==> config.mk <==
export PLATFORM = sky130hd
export DESIGN_NAME = aes_job_sequencer
export DESIGN_NICKNAME = d
export VERILOG_FILES = /design/src/rtl/aes_seq_pkg.sv /design/src/rtl/aes_seq_fifo.sv /design/src/rtl/aes_job_sequencer.sv
export SDC_FILE = /design/constraint.sdc
export NUM_CORES = 2
export LEC_CHECK = 0
export ABC_AREA = 0
export CAP_MARGIN = 10
export CORE_AREA = 4 4 510 512
export DETAILED_ROUTE_END_ITERATION = 16
export DIE_AREA = 0 0 514 516
export PLACE_DENSITY = 0.41
export SYNTH_ARGS = -nofsm -noshare
export SYNTH_HDL_FRONTEND = slang
export SYNTH_SLANG_ARGS = --single-unit
==> constraint.sdc <==
create_clock -name clk -period 6.7 [get_ports clk]
set_input_delay 1.34 -clock clk [delete_from_list [all_inputs] [get_ports clk]]
set_output_delay 1.34 -clock clk [all_outputs]
set_load 0.005 [all_outputs]
==> src/rtl/aes_seq_pkg.sv <==
// Shared types and constants for the AES job sequencer.
// Holds the FSM state encoding, key-size codes, widths and packed bus structs.
package aes_seq_pkg;

  localparam int BLK_W = 128;
  localparam int KEY_W = 256;

  localparam logic [1:0] KSZ_128 = 2'd0;
  localparam logic [1:0] KSZ_192 = 2'd1;
  localparam logic [1:0] KSZ_256 = 2'd2;

  typedef enum logic [2:0] {
    ST_IDLE,
    ST_LOAD,
    ST_WAIT,
    ST_RUN,
    ST_OUT,
    ST_ERR
  } state_e;

  typedef struct packed {
    logic [KEY_W-1:0] key;
    logic [1:0]       size;
    logic             dec;
    logic             cbc;
  } cfg_t;

  typedef struct packed {
    logic [BLK_W-1:0] dat;
    logic             last;
  } blk_t;

endpackage

==> src/rtl/aes_seq_fifo.sv <==
// Generic DEPTH-entry FIFO; read data is visible combinationally at the head.
// Full refuses pushes (even with a simultaneous pop); empty ignores pops.
module aes_seq_fifo #(
  parameter int DEPTH = 4,
  parameter int WIDTH = 129
) (
  input  logic             clk,
  input  logic             rst_n,
  input  logic             push_i,
  input  logic [WIDTH-1:0] wdata_i,
  input  logic             pop_i,
  output logic [WIDTH-1:0] rdata_o,
  output logic             full_o,
  output logic             empty_o
);

  localparam int AW = $clog2(DEPTH);

  logic [AW:0]      wptr_q, rptr_q;
  logic [WIDTH-1:0] mem_q [DEPTH];
  logic             push_ok, pop_ok;

  assign full_o  = (wptr_q[AW] != rptr_q[AW]) && (wptr_q[AW-1:0] == rptr_q[AW-1:0]);
  assign empty_o = (wptr_q == rptr_q);
  assign push_ok = push_i && !full_o;
  assign pop_ok  = pop_i && !empty_o;
  assign rdata_o = mem_q[rptr_q[AW-1:0]];

  always_ff @(posedge clk or negedge rst_n) begin
    if (!rst_n) begin
      wptr_q <= '0;
      rptr_q <= '0;
    end else begin
      if (push_ok) wptr_q <= wptr_q + (AW+1)'(1);
      if (pop_ok)  rptr_q <= rptr_q + (AW+1)'(1);
    end
  end

  // Storage needs no reset: the pointers alone define which entries are live.
  always_ff @(posedge clk) begin
    if (push_ok) mem_q[wptr_q[AW-1:0]] <= wdata_i;
  end

endmodule

==> src/rtl/aes_job_sequencer.sv <==
// Feeds queued 128-bit blocks to an AES core with ECB/CBC chaining and dual-rail data.
// Latency pop->out_valid is 3 cycles plus core busy time; in_ready_o drops when the queue fills.
module aes_job_sequencer
  import aes_seq_pkg::*;
#(
  parameter int DEPTH   = 4,
  parameter int TIMEOUT = 64
) (
  input  logic             clk,
  input  logic             rst_n,
  input  logic [KEY_W-1:0] cfg_key_i,
  input  logic [1:0]       cfg_size_i,
  input  logic             cfg_dec_i,
  input  logic             cfg_cbc_i,
  input  logic [BLK_W-1:0] cfg_iv_i,
  input  logic             in_valid_i,
  output logic             in_ready_o,
  input  logic [BLK_W-1:0] in_data_i,
  input  logic             in_last_i,
  output logic             out_valid_o,
  input  logic             out_ready_i,
  output logic [BLK_W-1:0] out_data_o,
  output logic             out_last_o,
  output logic             core_load_o,
  output logic [KEY_W-1:0] core_key_o,
  output logic [BLK_W-1:0] core_data_o,
  output logic [BLK_W-1:0] core_datab_o,
  output logic [1:0]       core_size_o,
  output logic             core_dec_o,
  input  logic             core_busy_i,
  input  logic [BLK_W-1:0] core_data_i,
  output logic             error_o
);

  localparam int CW = $clog2(TIMEOUT + 1);

  state_e           state_q, state_d;
  cfg_t             shd_q, shd_d, cfg_now;
  logic [BLK_W-1:0] chain_q, chain_d;
  logic [BLK_W-1:0] blk_q, blk_d;
  logic [BLK_W-1:0] res_q, res_d;
  logic             last_q, last_d;
  logic             sof_q, sof_d;
  logic [CW-1:0]    cnt_q, cnt_d;
  logic             rdy_en_q;

  blk_t             fifo_wdat, fifo_rdat;
  logic             fifo_push, fifo_pop, fifo_full, fifo_empty;
  logic             go_load, load;
  logic [BLK_W-1:0] load_x;

  assign cfg_now   = {cfg_key_i, cfg_size_i, cfg_dec_i, cfg_cbc_i};
  assign fifo_wdat = {in_data_i, in_last_i};
  assign fifo_push = in_valid_i && in_ready_o;

  aes_seq_fifo #(
    .DEPTH (DEPTH),
    .WIDTH ($bits(blk_t))
  ) u_fifo (
    .clk     (clk),
    .rst_n   (rst_n),
    .push_i  (fifo_push),
    .wdata_i (fifo_wdat),
    .pop_i   (fifo_pop),
    .rdata_o (fifo_rdat),
    .full_o  (fifo_full),
    .empty_o (fifo_empty)
  );

  always_ff @(posedge clk or negedge rst_n) begin
    if (!rst_n) begin
      state_q  <= ST_IDLE;
      shd_q    <= '0;
      chain_q  <= '0;
      blk_q    <= '0;
      res_q    <= '0;
      last_q   <= 1'b0;
      sof_q    <= 1'b1;
      cnt_q    <= '0;
      rdy_en_q <= 1'b0;
    end else begin
      state_q  <= state_d;
      shd_q    <= shd_d;
      chain_q  <= chain_d;
      blk_q    <= blk_d;
      res_q    <= res_d;
      last_q   <= last_d;
      sof_q    <= sof_d;
      cnt_q    <= cnt_d;
      rdy_en_q <= 1'b1;
    end
  end

  always_comb begin
    state_d  = state_q;
    shd_d    = shd_q;
    chain_d  = chain_q;
    blk_d    = blk_q;
    res_d    = res_q;
    last_d   = last_q;
    sof_d    = sof_q;
    cnt_d    = cnt_q;
    fifo_pop = 1'b0;
    load     = 1'b0;
    go_load  = 1'b0;

    case (state_q)
      ST_IDLE: begin
        if (!fifo_empty) go_load = 1'b1;
      end
      ST_LOAD: begin
        load     = 1'b1;
        fifo_pop = 1'b1;
        blk_d    = fifo_rdat.dat;
        last_d   = fifo_rdat.last;
        sof_d    = fifo_rdat.last;
        cnt_d    = '0;
        state_d  = ST_WAIT;
      end
      ST_WAIT: begin
        if (cnt_q == CW'(TIMEOUT)) begin
          state_d = ST_ERR;
        end else begin
          cnt_d = cnt_q + CW'(1);
          if (core_busy_i) state_d = ST_RUN;
        end
      end
      ST_RUN: begin
        if (cnt_q == CW'(TIMEOUT)) begin
          state_d = ST_ERR;
        end else begin
          cnt_d = cnt_q + CW'(1);
          if (!core_busy_i) begin
            state_d = ST_OUT;
            // Decrypt chains on the ciphertext we fed in; encrypt chains on the result.
            if (shd_q.cbc && shd_q.dec) begin
              res_d   = core_data_i ^ chain_q;
              chain_d = blk_q;
            end else begin
              res_d = core_data_i;
              if (shd_q.cbc) chain_d = core_data_i;
            end
          end
        end
      end
      ST_OUT: begin
        if (out_ready_i) begin
          if (!fifo_empty) go_load = 1'b1;
          else             state_d = ST_IDLE;
        end
      end
      ST_ERR: begin
        state_d = ST_ERR;
      end
      default: begin
        state_d = ST_IDLE;
      end
    endcase

    // Configuration is frozen for the whole message, captured only at its first block.
    if (go_load) begin
      state_d = ST_LOAD;
      if (sof_q) begin
        shd_d   = cfg_now;
        chain_d = cfg_iv_i;
      end
    end
  end

  assign load_x = (shd_q.cbc && !shd_q.dec) ? (fifo_rdat.dat ^ chain_q) : fifo_rdat.dat;

  // Both rails sit at zero outside the load cycle so every load is a full precharge-evaluate.
  assign core_load_o  = load;
  assign core_data_o  = load ? load_x : '0;
  assign core_datab_o = load ? ~load_x : '0;
  assign core_key_o   = shd_q.key;
  assign core_size_o  = shd_q.size;
  assign core_dec_o   = shd_q.dec;

  assign out_valid_o = (state_q == ST_OUT);
  assign out_data_o  = out_valid_o ? res_q : '0;
  assign out_last_o  = out_valid_o && last_q;

  assign in_ready_o = rdy_en_q && !fifo_full && (state_q != ST_ERR);
  assign error_o    = (state_q == ST_ERR);

endmodule

==> flow_summary_export.csv <==
group,metric,value,unit
outcome,status,"completed",
synthesis,yosysWarnings,0,
die,die_w,514,µm
synthesis,synth_edf_count,516,
critical_path,cp.required,5360,ps
critical_path,path_max_fanout,26,
critical_path,ff2ff_setup_slack,3050,ps
drt,wire_per_inst,26.4,µm
critical_path,r2r-start,"u_fifo.rptr_q[1]",
synthesis,ys.flop_type,"dfrtp_1",
die,num_rows,186,
die,io-pin-count,1298,
place,port_buffers,1297,
cts,cts_tree,"done",
power,seq_power_share,0.335,
critical_path,arrival,4050,ps
die,fp.dieH,516,µm
power,power.internal,22.3,mW
die,core_area,256000,µm²
cts,clock_sinks,1179,
final_layout,nets,5899,
critical_path,timing.rr.end,"core_key_o[233]",
grt,antenna_found_initial,91,
min_path,hold_end,"sof_q",
timing,final-setup-viol-count,0,
drt,ant_nets,0,
timing,hold_viol,0,
critical_path,crit_path_end_kind,"primary output",
final_layout,layout_common_cells,"clkdlybuf4s50_1, dfrtp_1, nand2_1, edfxtp_1, nor2_1",
grt,grt_pass1_vias,38100,
drt,drt-initial-drc-count,1998,
drt,routed_wl,232000,µm
power,cellPowerDensity,475,nW/µm²
synthesis,syn_area_per_cell,12.5,µm²
grt,track_usage,0.169,
cts,cts_htree_levels,4,
cts,cts_hold_buffers,0,
critical_path,worst-r2r-cell-count,7,
min_path,hp-start,"sof_q",
flow_run,drv_cap,0,
drt,drc,0,
place,place_hpwl,167000,µm
cts,clock_latency,790,ps
cts,clkTransAtPathRegs,50,ps
critical_path,worstSetupStartpointType,"flip-flop",
synthesis,syn-instance-count,4256,
cts,clockBufferDepth,3,
grt,gr-total-overflow,0,
die,initial_core_util,0.208,
drt,drt-vias-per-instance,4.16,
power,swShare,0.365,
final_layout,drive_above_1_share,0.134,
power,clkPwrFrac,0.245,
drt,vias,36500,
synthesis,netlist_area,53300,µm²
place,place.gp.congestion,0.790,
final_layout,layout_commonest_cell,"clkdlybuf4s50_1",
synthesis,synth_fp_nets,4913,
timing,layout_setup_ws,1310,ps
timing,drv_slew,0,
min_path,min_delay_path_depth,2,
synthesis,ys_types,40,
cts,cts_root_buf,"clkbuf_16",
timing,setup_tns,0,ps
cts,post-cts-setup-buffers,0,
synthesis,async_flop_share,0.562,
power,switching_power,12.8,mW
critical_path,criticalPathCategory,"reg -> out",
cts,ctsResizeCount,0,
timing,period_minus_slack,5390,ps
place,dp_worst_setup_slack,1950,ps
power,vdd_ir_drop_max,269,µV
power,p_leak,28.4,nW
final_layout,syn_to_final_growth,38.3,%
timing,clock_skew,48.0,ps
cts,cts_inserted_buffers,150,
timing,max_freq,186,MHz
grt,grt_pass1_wl,318000,µm
timing,tightest_slew,1470,ps
timing,slew_headroom,0.0215,
power,power_frac_comb,0.420,
drt,firstDrtPassIters,5,
timing,rsz0062_at_grt,"false",
min_path,hold_path_class,"reg -> reg",
timing,post-route-period-util,0.804,
grt,grt_max_degree,173,
synthesis,seq_area_frac_synth,0.602,
die,dieArea,265000,µm²
synthesis,synth-seq-cells,1179,
-- state kept, by name (all words and copies together), names as in the netlist, 2 cells and up --
signal,count
blk_q,128
chain_q,128
cnt_q,7
core_key_o,256
core_size_o,2
res_q,128
state_q,3
u_fifo.mem_q,516
u_fifo.rptr_q,3
u_fifo.wptr_q,3
-- cell usage after synthesis (2+ instances only) --
cell	n	area share
buf_2	116	0.011
nor2_1	398	0.028
nand2b_1	4	0.00047
dfrtp_1	662	0.31
clkbuf_1	146	0.010
inv_1	8	0.00056
and3_1	135	0.016
xor2_1	135	0.022
nand2_1	655	0.046
edfxtp_1	516	0.29
and2_1	133	0.016
xnor2_1	132	0.022
a21oi_1	131	0.012
buf_1	7	0.00049
a22oi_1	2	0.00028
nand3_1	3	0.00028
mux2i_1	128	0.024
o21ai_0	8	0.00075
ha_1	7	0.0016
nor3b_2	2	0.00047
a211oi_1	131	0.018
a21o_1	130	0.018
mux4_2	129	0.055
buf_4	263	0.037
mux2_2	260	0.055
-- critical path, cell delays in order, from the launching register on --
cell,delay (ps)
dfrtp_4,820
buf_12,340
buf_4,260
mux4_2,550
xnor2_1,530
and2_1,210
clkdlybuf4s50_1,510
-- how the worst max path moves through the flow --
| stage | startpoint | endpoint | cells after the start |
|---|---|---|---|
| 5_1_grt | u_fifo.rptr_q[0] | core_data_o[15] | 6 |
| 3_5_place_dp | core_dec_o | core_data_o[22] | 6 |
| 6_report | u_fifo.rptr_q[0] | core_data_o[13] | 6 |
| 2_1_floorplan | in_valid_i | u_fifo.mem_q[3][0] | 1 |
| 3_3_place_gp | core_dec_o | core_data_o[22] | 6 |
| 4_1_cts | core_dec_o | core_data_o[22] | 6 |
-- final cells by class --
class	count	area, µm²
fill	26100	182000
sequential	1179	32100
multi-input combinational	2536	18100
timing repair buffer	1366	13900
tap	3384	4230
clock buffer	184	3990
clock inverter	97	1250
antenna	30	75.1
inverter	9	41.3
-- metrics by stage --
stage          utilization  cells  power (mW)  instance area [µm²]  hold WS, ps
2_1_floorplan            -   4256        19.9                53300          435
3_3_place_gp         0.267   8473        26.9                68400          458
3_5_place_dp         0.267   8474        27.0                68400          463
4_1_cts              0.288   8755        35.9                73600          477
5_1_grt              0.288   8770        37.2                73700          497
6_report             0.288   8785        35.0                73700          472
-- cells by family after synthesis --
logic type,share of synthesized area
AOI/OAI and AO/OA,0.0517
xor gates and xnor gates,0.0439
adders and majority gates,0.00164
buffers and inverters,0.0594
DFF,0.602
muxes,0.134
other,0.0000704
and+or+nand+nor,0.108
-- power by group through the flow --
stage	Combinational, mW	Clock [mW]	Sequential (mW)
finish	14.7	8.58	11.7
global route	16.0	9.20	12.0
CTS	15.2	8.91	11.8
detailed placement	15.1	0	11.9
global placement	15.0	0	11.9
floorplan	8.88	0	11.0
-- per-layer routing --
metal	vias up	part of all wire	GRT usage
met5	-	0.0019	0
met2	1161	0.51	0.298
met3	299	0.065	0.0466
met1	18500	0.41	0.204
met4	70	0.019	0.0394
li1	16500	-	-
Power figures use the tool's default switching activity.
